File: src/rtl/vga_fb_arbiter_pkg.sv
// Shared constants and types for the framebuffer arbiter: default bus widths,
// VGA 640x480@60 timing, grant state encoding and the read-return tag.
package vga_fb_arbiter_pkg;

    localparam int DEF_ADDR_W     = 17;
    localparam int DEF_DATA_W     = 3;
    localparam int DEF_FIFO_DEPTH = 4;

    localparam int H_VISIBLE = 640;
    localparam int H_FRONT   = 16;
    localparam int H_SYNC    = 96;
    localparam int H_BACK    = 48;
    localparam int H_TOTAL   = H_VISIBLE + H_FRONT + H_SYNC + H_BACK;

    localparam int V_VISIBLE = 480;
    localparam int V_FRONT   = 10;
    localparam int V_SYNC    = 2;
    localparam int V_BACK    = 33;
    localparam int V_TOTAL   = V_VISIBLE + V_FRONT + V_SYNC + V_BACK;

    // A host request may wait through one full scan line before it is flagged.
    localparam int DEF_MAX_WAIT = H_TOTAL;

    typedef enum logic [1:0] {
        S_IDLE = 2'd0,
        S_DISP = 2'd1,
        S_HOST = 2'd2
    } grant_state_t;

    typedef struct packed {
        logic valid;
        logic is_disp;
    } rd_tag_t;

endpackage

File: src/rtl/vga_fb_arbiter_if.sv
// Host-side request/response bus of the framebuffer arbiter.
interface vga_fb_arbiter_if
    import vga_fb_arbiter_pkg::*;
#(
    parameter int ADDR_W = DEF_ADDR_W,
    parameter int DATA_W = DEF_DATA_W
);
    logic              valid;
    logic              ready;
    logic              we;
    logic [ADDR_W-1:0] addr;
    logic [DATA_W-1:0] wdata;
    logic              rvalid;
    logic [DATA_W-1:0] rdata;

    modport master (
        output valid, we, addr, wdata,
        input  ready, rvalid, rdata
    );

    modport slave (
        input  valid, we, addr, wdata,
        output ready, rvalid, rdata
    );
endinterface

File: src/rtl/vga_fb_arbiter_fifo.sv
// Small synchronous FIFO with a combinational head, used to queue host requests.
module fb_req_fifo #(
    parameter int WIDTH = 21,
    parameter int DEPTH = 4
) (
    input  logic                   clk,
    input  logic                   rst,
    input  logic                   push,
    input  logic                   pop,
    input  logic [WIDTH-1:0]       din,
    output logic [WIDTH-1:0]       head,
    output logic                   full,
    output logic                   empty,
    output logic [$clog2(DEPTH):0] level
);
    localparam int PTR_W = $clog2(DEPTH);
    localparam logic [PTR_W:0] FULL_CNT = (PTR_W + 1)'(DEPTH);

    logic [WIDTH-1:0] mem [DEPTH];
    logic [PTR_W-1:0] wr_ptr_reg;
    logic [PTR_W-1:0] rd_ptr_reg;
    logic [PTR_W:0]   count_reg;
    logic             do_push;
    logic             do_pop;

    assign do_push = push && !full;
    assign do_pop  = pop && !empty;

    // Storage is not reset; the pointers alone define which entries are live.
    genvar gi;
    generate
        for (gi = 0; gi < DEPTH; gi++) begin : g_entry
            always_ff @(posedge clk) begin
                if (do_push && (wr_ptr_reg == PTR_W'(gi))) begin
                    mem[gi] <= din;
                end
            end
        end
    endgenerate

    always_ff @(posedge clk) begin
        if (rst) begin
            wr_ptr_reg <= '0;
            rd_ptr_reg <= '0;
            count_reg  <= '0;
        end else begin
            if (do_push) wr_ptr_reg <= wr_ptr_reg + 1'b1;
            if (do_pop)  rd_ptr_reg <= rd_ptr_reg + 1'b1;
            case ({do_push, do_pop})
                2'b10:   count_reg <= count_reg + 1'b1;
                2'b01:   count_reg <= count_reg - 1'b1;
                default: count_reg <= count_reg;
            endcase
        end
    end

    assign head  = mem[rd_ptr_reg];
    assign full  = (count_reg == FULL_CNT);
    assign empty = (count_reg == '0);
    assign level = count_reg;

endmodule

File: src/rtl/vga_fb_arbiter.sv
// Single-port framebuffer RAM arbiter: display reads always win, host requests
// are queued in order and issued on otherwise idle RAM cycles.
module vga_fb_arbiter
    import vga_fb_arbiter_pkg::*;
#(
    parameter int ADDR_W     = DEF_ADDR_W,
    parameter int DATA_W     = DEF_DATA_W,
    parameter int FIFO_DEPTH = DEF_FIFO_DEPTH,
    parameter int MAX_WAIT   = DEF_MAX_WAIT
) (
    input  logic              clk,
    input  logic              rst,
    input  logic              disp_req,
    input  logic [ADDR_W-1:0] disp_addr,
    output logic              disp_valid,
    output logic [DATA_W-1:0] disp_rdata,
    vga_fb_arbiter_if.slave   host,
    output logic              host_starve,
    output logic              ram_en,
    output logic              ram_we,
    output logic [ADDR_W-1:0] ram_addr,
    output logic [DATA_W-1:0] ram_wdata,
    input  logic [DATA_W-1:0] ram_rdata
);
    localparam int REQ_W  = 1 + ADDR_W + DATA_W;
    localparam int LVL_W  = $clog2(FIFO_DEPTH) + 1;
    localparam int WAIT_W = $clog2(MAX_WAIT + 2);

    grant_state_t      state_reg, state_next;
    logic              ram_we_reg, ram_we_next;
    logic [ADDR_W-1:0] ram_addr_reg, ram_addr_next;
    logic [DATA_W-1:0] ram_wdata_reg, ram_wdata_next;
    rd_tag_t           tag1_reg, tag2_reg, tag_next;
    logic              disp_valid_reg, host_rvalid_reg;
    logic [DATA_W-1:0] disp_rdata_reg, host_rdata_reg;
    logic              ready_reg, ready_next;
    logic [WAIT_W-1:0] wait_reg;

    logic [REQ_W-1:0]  fifo_din, fifo_head;
    logic              fifo_full, fifo_empty;
    logic [LVL_W-1:0]  fifo_level;
    logic              push, pop;
    logic              head_we;
    logic [ADDR_W-1:0] head_addr;
    logic [DATA_W-1:0] head_wdata;

    assign fifo_din = {host.we, host.addr, host.wdata};
    assign {head_we, head_addr, head_wdata} = fifo_head;
    assign push = host.valid && ready_reg;
    assign pop  = (state_next == S_HOST);

    fb_req_fifo #(
        .WIDTH (REQ_W),
        .DEPTH (FIFO_DEPTH)
    ) u_req_fifo (
        .clk   (clk),
        .rst   (rst),
        .push  (push),
        .pop   (pop),
        .din   (fifo_din),
        .head  (fifo_head),
        .full  (fifo_full),
        .empty (fifo_empty),
        .level (fifo_level)
    );

    always_comb begin
        state_next     = S_IDLE;
        ram_we_next    = 1'b0;
        ram_addr_next  = '0;
        ram_wdata_next = '0;
        tag_next       = '0;
        if (disp_req) begin
            state_next       = S_DISP;
            ram_addr_next    = disp_addr;
            tag_next.valid   = 1'b1;
            tag_next.is_disp = 1'b1;
        end else if (!fifo_empty) begin
            state_next     = S_HOST;
            ram_we_next    = head_we;
            ram_addr_next  = head_addr;
            ram_wdata_next = head_wdata;
            tag_next.valid = !head_we;
        end
    end

    // host_ready is registered, so predict fullness after this edge's push/pop.
    always_comb begin
        ready_next = !((fifo_full && !pop) ||
                       ((fifo_level == LVL_W'(FIFO_DEPTH - 1)) && push && !pop));
    end

    always_ff @(posedge clk) begin
        if (rst) begin
            state_reg     <= S_IDLE;
            ram_we_reg    <= 1'b0;
            ram_addr_reg  <= '0;
            ram_wdata_reg <= '0;
            ready_reg     <= 1'b0;
        end else begin
            state_reg     <= state_next;
            ram_we_reg    <= ram_we_next;
            ram_addr_reg  <= ram_addr_next;
            ram_wdata_reg <= ram_wdata_next;
            ready_reg     <= ready_next;
        end
    end

    // Tag follows the read through the RAM's one-cycle latency; data lands one edge later.
    always_ff @(posedge clk) begin
        if (rst) begin
            tag1_reg        <= '0;
            tag2_reg        <= '0;
            disp_valid_reg  <= 1'b0;
            host_rvalid_reg <= 1'b0;
            disp_rdata_reg  <= '0;
            host_rdata_reg  <= '0;
        end else begin
            tag1_reg        <= tag_next;
            tag2_reg        <= tag1_reg;
            disp_valid_reg  <= tag2_reg.valid && tag2_reg.is_disp;
            host_rvalid_reg <= tag2_reg.valid && !tag2_reg.is_disp;
            if (tag2_reg.valid && tag2_reg.is_disp)  disp_rdata_reg <= ram_rdata;
            if (tag2_reg.valid && !tag2_reg.is_disp) host_rdata_reg <= ram_rdata;
        end
    end

    always_ff @(posedge clk) begin
        if (rst || fifo_empty || pop) begin
            wait_reg <= '0;
        end else if (wait_reg <= WAIT_W'(MAX_WAIT)) begin
            wait_reg <= wait_reg + 1'b1;
        end
    end

    assign ram_en      = (state_reg != S_IDLE);
    assign ram_we      = ram_we_reg;
    assign ram_addr    = ram_addr_reg;
    assign ram_wdata   = ram_wdata_reg;
    assign disp_valid  = disp_valid_reg;
    assign disp_rdata  = disp_rdata_reg;
    assign host.ready  = ready_reg;
    assign host.rvalid = host_rvalid_reg;
    assign host.rdata  = host_rdata_reg;
    assign host_starve = (wait_reg > WAIT_W'(MAX_WAIT));

endmodule

File: src/flat_wrapper.sv
// flat-port wrapper written by rule: the top's interface ports become plain ports
module vga_fb_arbiter_flat import vga_fb_arbiter_pkg::*;
#(
    parameter int ADDR_W     = DEF_ADDR_W,
    parameter int DATA_W     = DEF_DATA_W,
    parameter int FIFO_DEPTH = DEF_FIFO_DEPTH,
    parameter int MAX_WAIT   = DEF_MAX_WAIT
)
  (clk, rst, disp_req, disp_addr, disp_valid, disp_rdata, host_starve, ram_en, ram_we, ram_addr, ram_wdata, ram_rdata, host_valid, host_we, host_addr, host_wdata, host_ready, host_rvalid, host_rdata);
  vga_fb_arbiter_if #(.ADDR_W(ADDR_W), .DATA_W(DATA_W)) host_i ();
  input  logic clk;
  input  logic rst;
  input  logic disp_req;
  input  logic [ADDR_W-1:0] disp_addr;
  output logic disp_valid;
  output logic [DATA_W-1:0] disp_rdata;
  output logic host_starve;
  output logic ram_en;
  output logic ram_we;
  output logic [ADDR_W-1:0] ram_addr;
  output logic [DATA_W-1:0] ram_wdata;
  input  logic [DATA_W-1:0] ram_rdata;
  input wire logic [$bits(host_i.valid)-1:0] host_valid;
  input wire logic [$bits(host_i.we)-1:0] host_we;
  input wire logic [$bits(host_i.addr)-1:0] host_addr;
  input wire logic [$bits(host_i.wdata)-1:0] host_wdata;
  output wire logic [$bits(host_i.ready)-1:0] host_ready;
  output wire logic [$bits(host_i.rvalid)-1:0] host_rvalid;
  output wire logic [$bits(host_i.rdata)-1:0] host_rdata;
  assign host_i.valid = host_valid;
  assign host_i.we = host_we;
  assign host_i.addr = host_addr;
  assign host_i.wdata = host_wdata;
  assign host_ready = host_i.ready;
  assign host_rvalid = host_i.rvalid;
  assign host_rdata = host_i.rdata;
  vga_fb_arbiter #(.ADDR_W(ADDR_W), .DATA_W(DATA_W), .FIFO_DEPTH(FIFO_DEPTH), .MAX_WAIT(MAX_WAIT)) u_core (.clk(clk), .rst(rst), .disp_req(disp_req), .disp_addr(disp_addr), .disp_valid(disp_valid), .disp_rdata(disp_rdata), .host(host_i), .host_starve(host_starve), .ram_en(ram_en), .ram_we(ram_we), .ram_addr(ram_addr), .ram_wdata(ram_wdata), .ram_rdata(ram_rdata));
endmodule
File: config.mk
export PLATFORM = sky130hd
export DESIGN_NAME = vga_fb_arbiter_flat
export DESIGN_NICKNAME = d
export VERILOG_FILES = /design/src/rtl/vga_fb_arbiter_pkg.sv /design/src/rtl/vga_fb_arbiter_if.sv /design/src/rtl/vga_fb_arbiter_fifo.sv /design/src/rtl/vga_fb_arbiter.sv /design/src/flat_wrapper.sv
export SDC_FILE = /design/constraint.sdc
export NUM_CORES = 1
export LEC_CHECK = 0
export ABC_AREA = 1
export CORE_MARGIN = 1.5
export CORE_UTILIZATION = 45
export CTS_CLUSTER_DIAMETER = 50
export DETAILED_ROUTE_END_ITERATION = 7
export GPL_TIMING_DRIVEN = 0
export PLACE_DENSITY = 0.76
export SLEW_MARGIN = 25
export SYNTH_ARGS = -nofsm -noshare
export SYNTH_HDL_FRONTEND = slang
export SYNTH_SLANG_ARGS = --single-unit
File: constraint.sdc
create_clock -name clk -period 2.41 [get_ports clk]
set_input_delay 0.3615 -clock clk [delete_from_list [all_inputs] [get_ports clk]]
set_output_delay 0.3615 -clock clk [all_outputs]
set_load 0.01 [all_outputs]
==> impl_metrics.tcl <==
set metrics [dict create \
    status "complete, no violations" \
    ys_async_sr_fraction_pct 0 \
    max_slew.worst_pin.slew_ns 0.637 \
    synth_area_leaders "edfxtp_1, dfxtp_1, nand2_1, nand3_1, nor2_1" \
    reg2reg_depth 11 \
    num_rows 39 \
    drtIter0Drc 199 \
    place.gp.congestion 0.808 \
    p_sw_share_pct 28.8 \
    synth_top_area_share_pct 46.6 \
    cts.clk_slew.worst_paths_ns 0.05 \
    cts_buffers 17 \
    cp.arrival_ns 1.75 \
    hold_class "in2reg" \
    p_clk_share_pct 35.8 \
    synth_area_leader_cell "edfxtp_1" \
    crit_chain "inv_1, ha_1, inv_1, nor2_1, nand2_1, nand2_2, nand2_2, dlygate4sd2_1" \
    synth.cell_area_sq_um 5410 \
    setup-tns-final_ns 0 \
    cp-startpoint "u_core.wait_reg[0]" \
    grt_use_met3_pct 6.53 \
    p_leak_nw 2.70 \
    num_vias 3901 \
    rsz0062_at_grt "no" \
    p_comb_share_pct 21.5 \
    ant_nets 0 \
    p_sw_mw 1.94 \
    num_io_pins 77 \
    min_path_cells 2 \
    die_width_um 113 \
    ctsHoldBuffers 0 \
    antenna_found_initial 0 \
    cpPeakStageDelay_ns 0.40 \
    report.final.hold_viol_count 0 \
    gr-total-overflow 0 \
    finalNetCount 665 \
    die-area_sq_um 12700 \
    fin_crit_ns 2.11 \
    wl_per_cell_um 15.2 \
    fin_ws_ns 0.298 \
    start_util_pct 46.8 \
    peakVddDrop_v 0.000535 \
    fmax_mhz 473 \
    grt_pass1_vias 3828 \
    area_delta_synth_final_pct 29.4 \
    cts_max_level 4 \
    wl_um 11700 \
    largest_reg_flops 84 \
    design_power_total_mw 6.74 \
    clockBufferDepth 2 \
    dr.pass1.iters 5 \
    synth_nets 567 \
    yosys-top-cells-count "nand2_1, edfxtp_1, dfxtp_1, nor2_1, nand3_1" \
    cts-root-buf "clkbuf_16" \
    critPathCaptureType "output pin" \
    place_ws_ns 0.129 \
    grt_usage_pct 19.4 \
    cts_setup_buffers 0 \
    synth-seq-area-share_pct 66.6 \
    setup_viol_count_final 0 \
    reg2reg_slack_ns 0.38 \
    insertion_delay_ns 0.42 \
    synth_edf_count 84 \
    hold_end "u_core.tag2_reg[1]" \
    relSlewSlack_pct 57.6 \
    clock-skew-final_ns 0.0131 \
    crit_path_start_kind "register" \
    gr-max-usage-layer "met2" \
    cp_max_fo 8 \
    synthFlopType "edfxtp_1" \
    drv_cap 0 \
    min_from "rst" \
    grt_max_degree 22 \
    io_buffers 75 \
    drcViolationCount 0 \
    synth.avg_cell_area_sq_um 10.5 \
    cts_sinks 138 \
    r2r-end "u_core.u_req_fifo.level[2]" \
    crit_path_top_delay_cell "dfxtp_1" \
    critPathRequiredTime_ns 2.05 \
    hpwl_um 7760 \
    internal_power_mw 4.80 \
    yosysMostFrequentCell "nand2_1" \
    grt_pass1_wl_um 18300 \
    die_y_um 113 \
    core_sq_um 11600 \
    drive_gt1_share_pct 11.8 \
    grtUsageMet1_pct 22.9 \
    reg2reg_from "u_core.u_req_fifo.level[0]" \
    ys_warn_count 0 \
    postCtsResizedCells 1 \
    path_class "reg2out" \
    antenna_cells 0 \
    syn-instance-count 514 \
    fin_crit_sh_pct 87.7 \
    slew_viol_final 0 \
    cts_tree "done" \
    synth-seq-cells 138 \
    via_per_inst 5.08 \
    yosysUniqueCellTypes 29 \
    power_per_cell_area_nw_per_um2 962 \
    use_met2_pct 32.2 \
    pwr-share-seq_pct 42.7 \
]
cell families (layout without fill, tap and decap cells):
| family | after synthesis | after routing | share of synthesized area, % |
|---|---|---|---|
| buffers and inverters | 62 | 173 | 5.52 |
| adders and majority gates | 8 | 8 | 1.99 |
| DFF | 138 | 138 | 66.6 |
| xor gates and xnor gates | 1 | 1 | 0.162 |
| and+or+nand+nor | 266 | 266 | 22.1 |
| AOI/OAI and AO/OA | 39 | 39 | 3.63 |
worst max-delay path by stage:
| stage | cells past startpoint | endpoint | slack [ns] |
|---|---|---|---|
| after global placement | 5 | u_core.u_req_fifo.mem[3][9] | -0.72 |
| after CTS | 8 | host_starve | 0.27 |
| after floorplan | 4 | u_core.u_req_fifo.mem[0][0] | 0.47 |
| after detailed placement | 12 | u_core.u_req_fifo.level[2] | 0.13 |
| after global routing | 11 | u_core.u_req_fifo.level[2] | 0.16 |
| final | 8 | host_starve | 0.30 |
through the flow:
stage | instances | util, % | hold WS (ns) | instance area, sq um
finish | 768 | 60.6 | 0.159 | 7010
global route | 768 | 60.6 | 0.145 | 7010
CTS | 768 | 60.6 | 0.139 | 7010
detailed placement | 736 | 55.8 | 0.397 | 6450
global placement | 732 | 54.8 | 0.390 | 6340
floorplan | 514 | - | 0.388 | 5410
cell usage in the layout, fill, tap and decap left out, types with 3 or more instances in the layout:
cell	count
ha_1	7
edfxtp_1	84
nand2_1	133
buf_2	7
clkdlybuf4s50_1	74
clkbuf_16	17
nand3_2	10
clkbuf_1	7
nor2_1	50
nand2_2	4
o21ai_0	21
buf_4	3
nor2_4	5
clkinvlp_4	4
inv_1	40
nand3_1	51
dfxtp_1	54
buf_6	4
nand4_1	6
clkinv_2	3
a21oi_1	16
per-layer routing:
metal / vias to the layer above / wire, um
li1: 1897 / -
met1: 1845 / 4890
met2: 135 / 5770
met5: - / 0
met4: 0 / 253
met3: 24 / 764
cell type report:
class,instances,area (sq um)
Fill cell,912,4560
Sequential cell,138,3600
Multi-Input combinational cell,314,1540
Timing Repair Buffer,79,827
Clock buffer,21,460
Tap cell,143,179
Inverter,41,154
Buffer,21,145
Clock inverter,11,96.3
power groups by stage:
stage	Combinational [mW]	Clock, mW	Sequential, mW
after global routing	1.60	2.55	2.90
after detailed placement	1.44	0	2.92
after CTS	1.45	2.45	2.88
final	1.45	2.41	2.88
after floorplan	0.807	0	2.95
after global placement	1.33	0	2.92
critical path, delay by kind of cell, from the launching register on:
family | cells | cell delay (ns)
adder cells (fa/ha/maj) | 1 | 0.20
buffers and inverters | 3 | 0.43
flip-flops | 1 | 0.40
AND/OR/NAND/NOR | 4 | 0.30
Power figures use the tool's default switching activity.
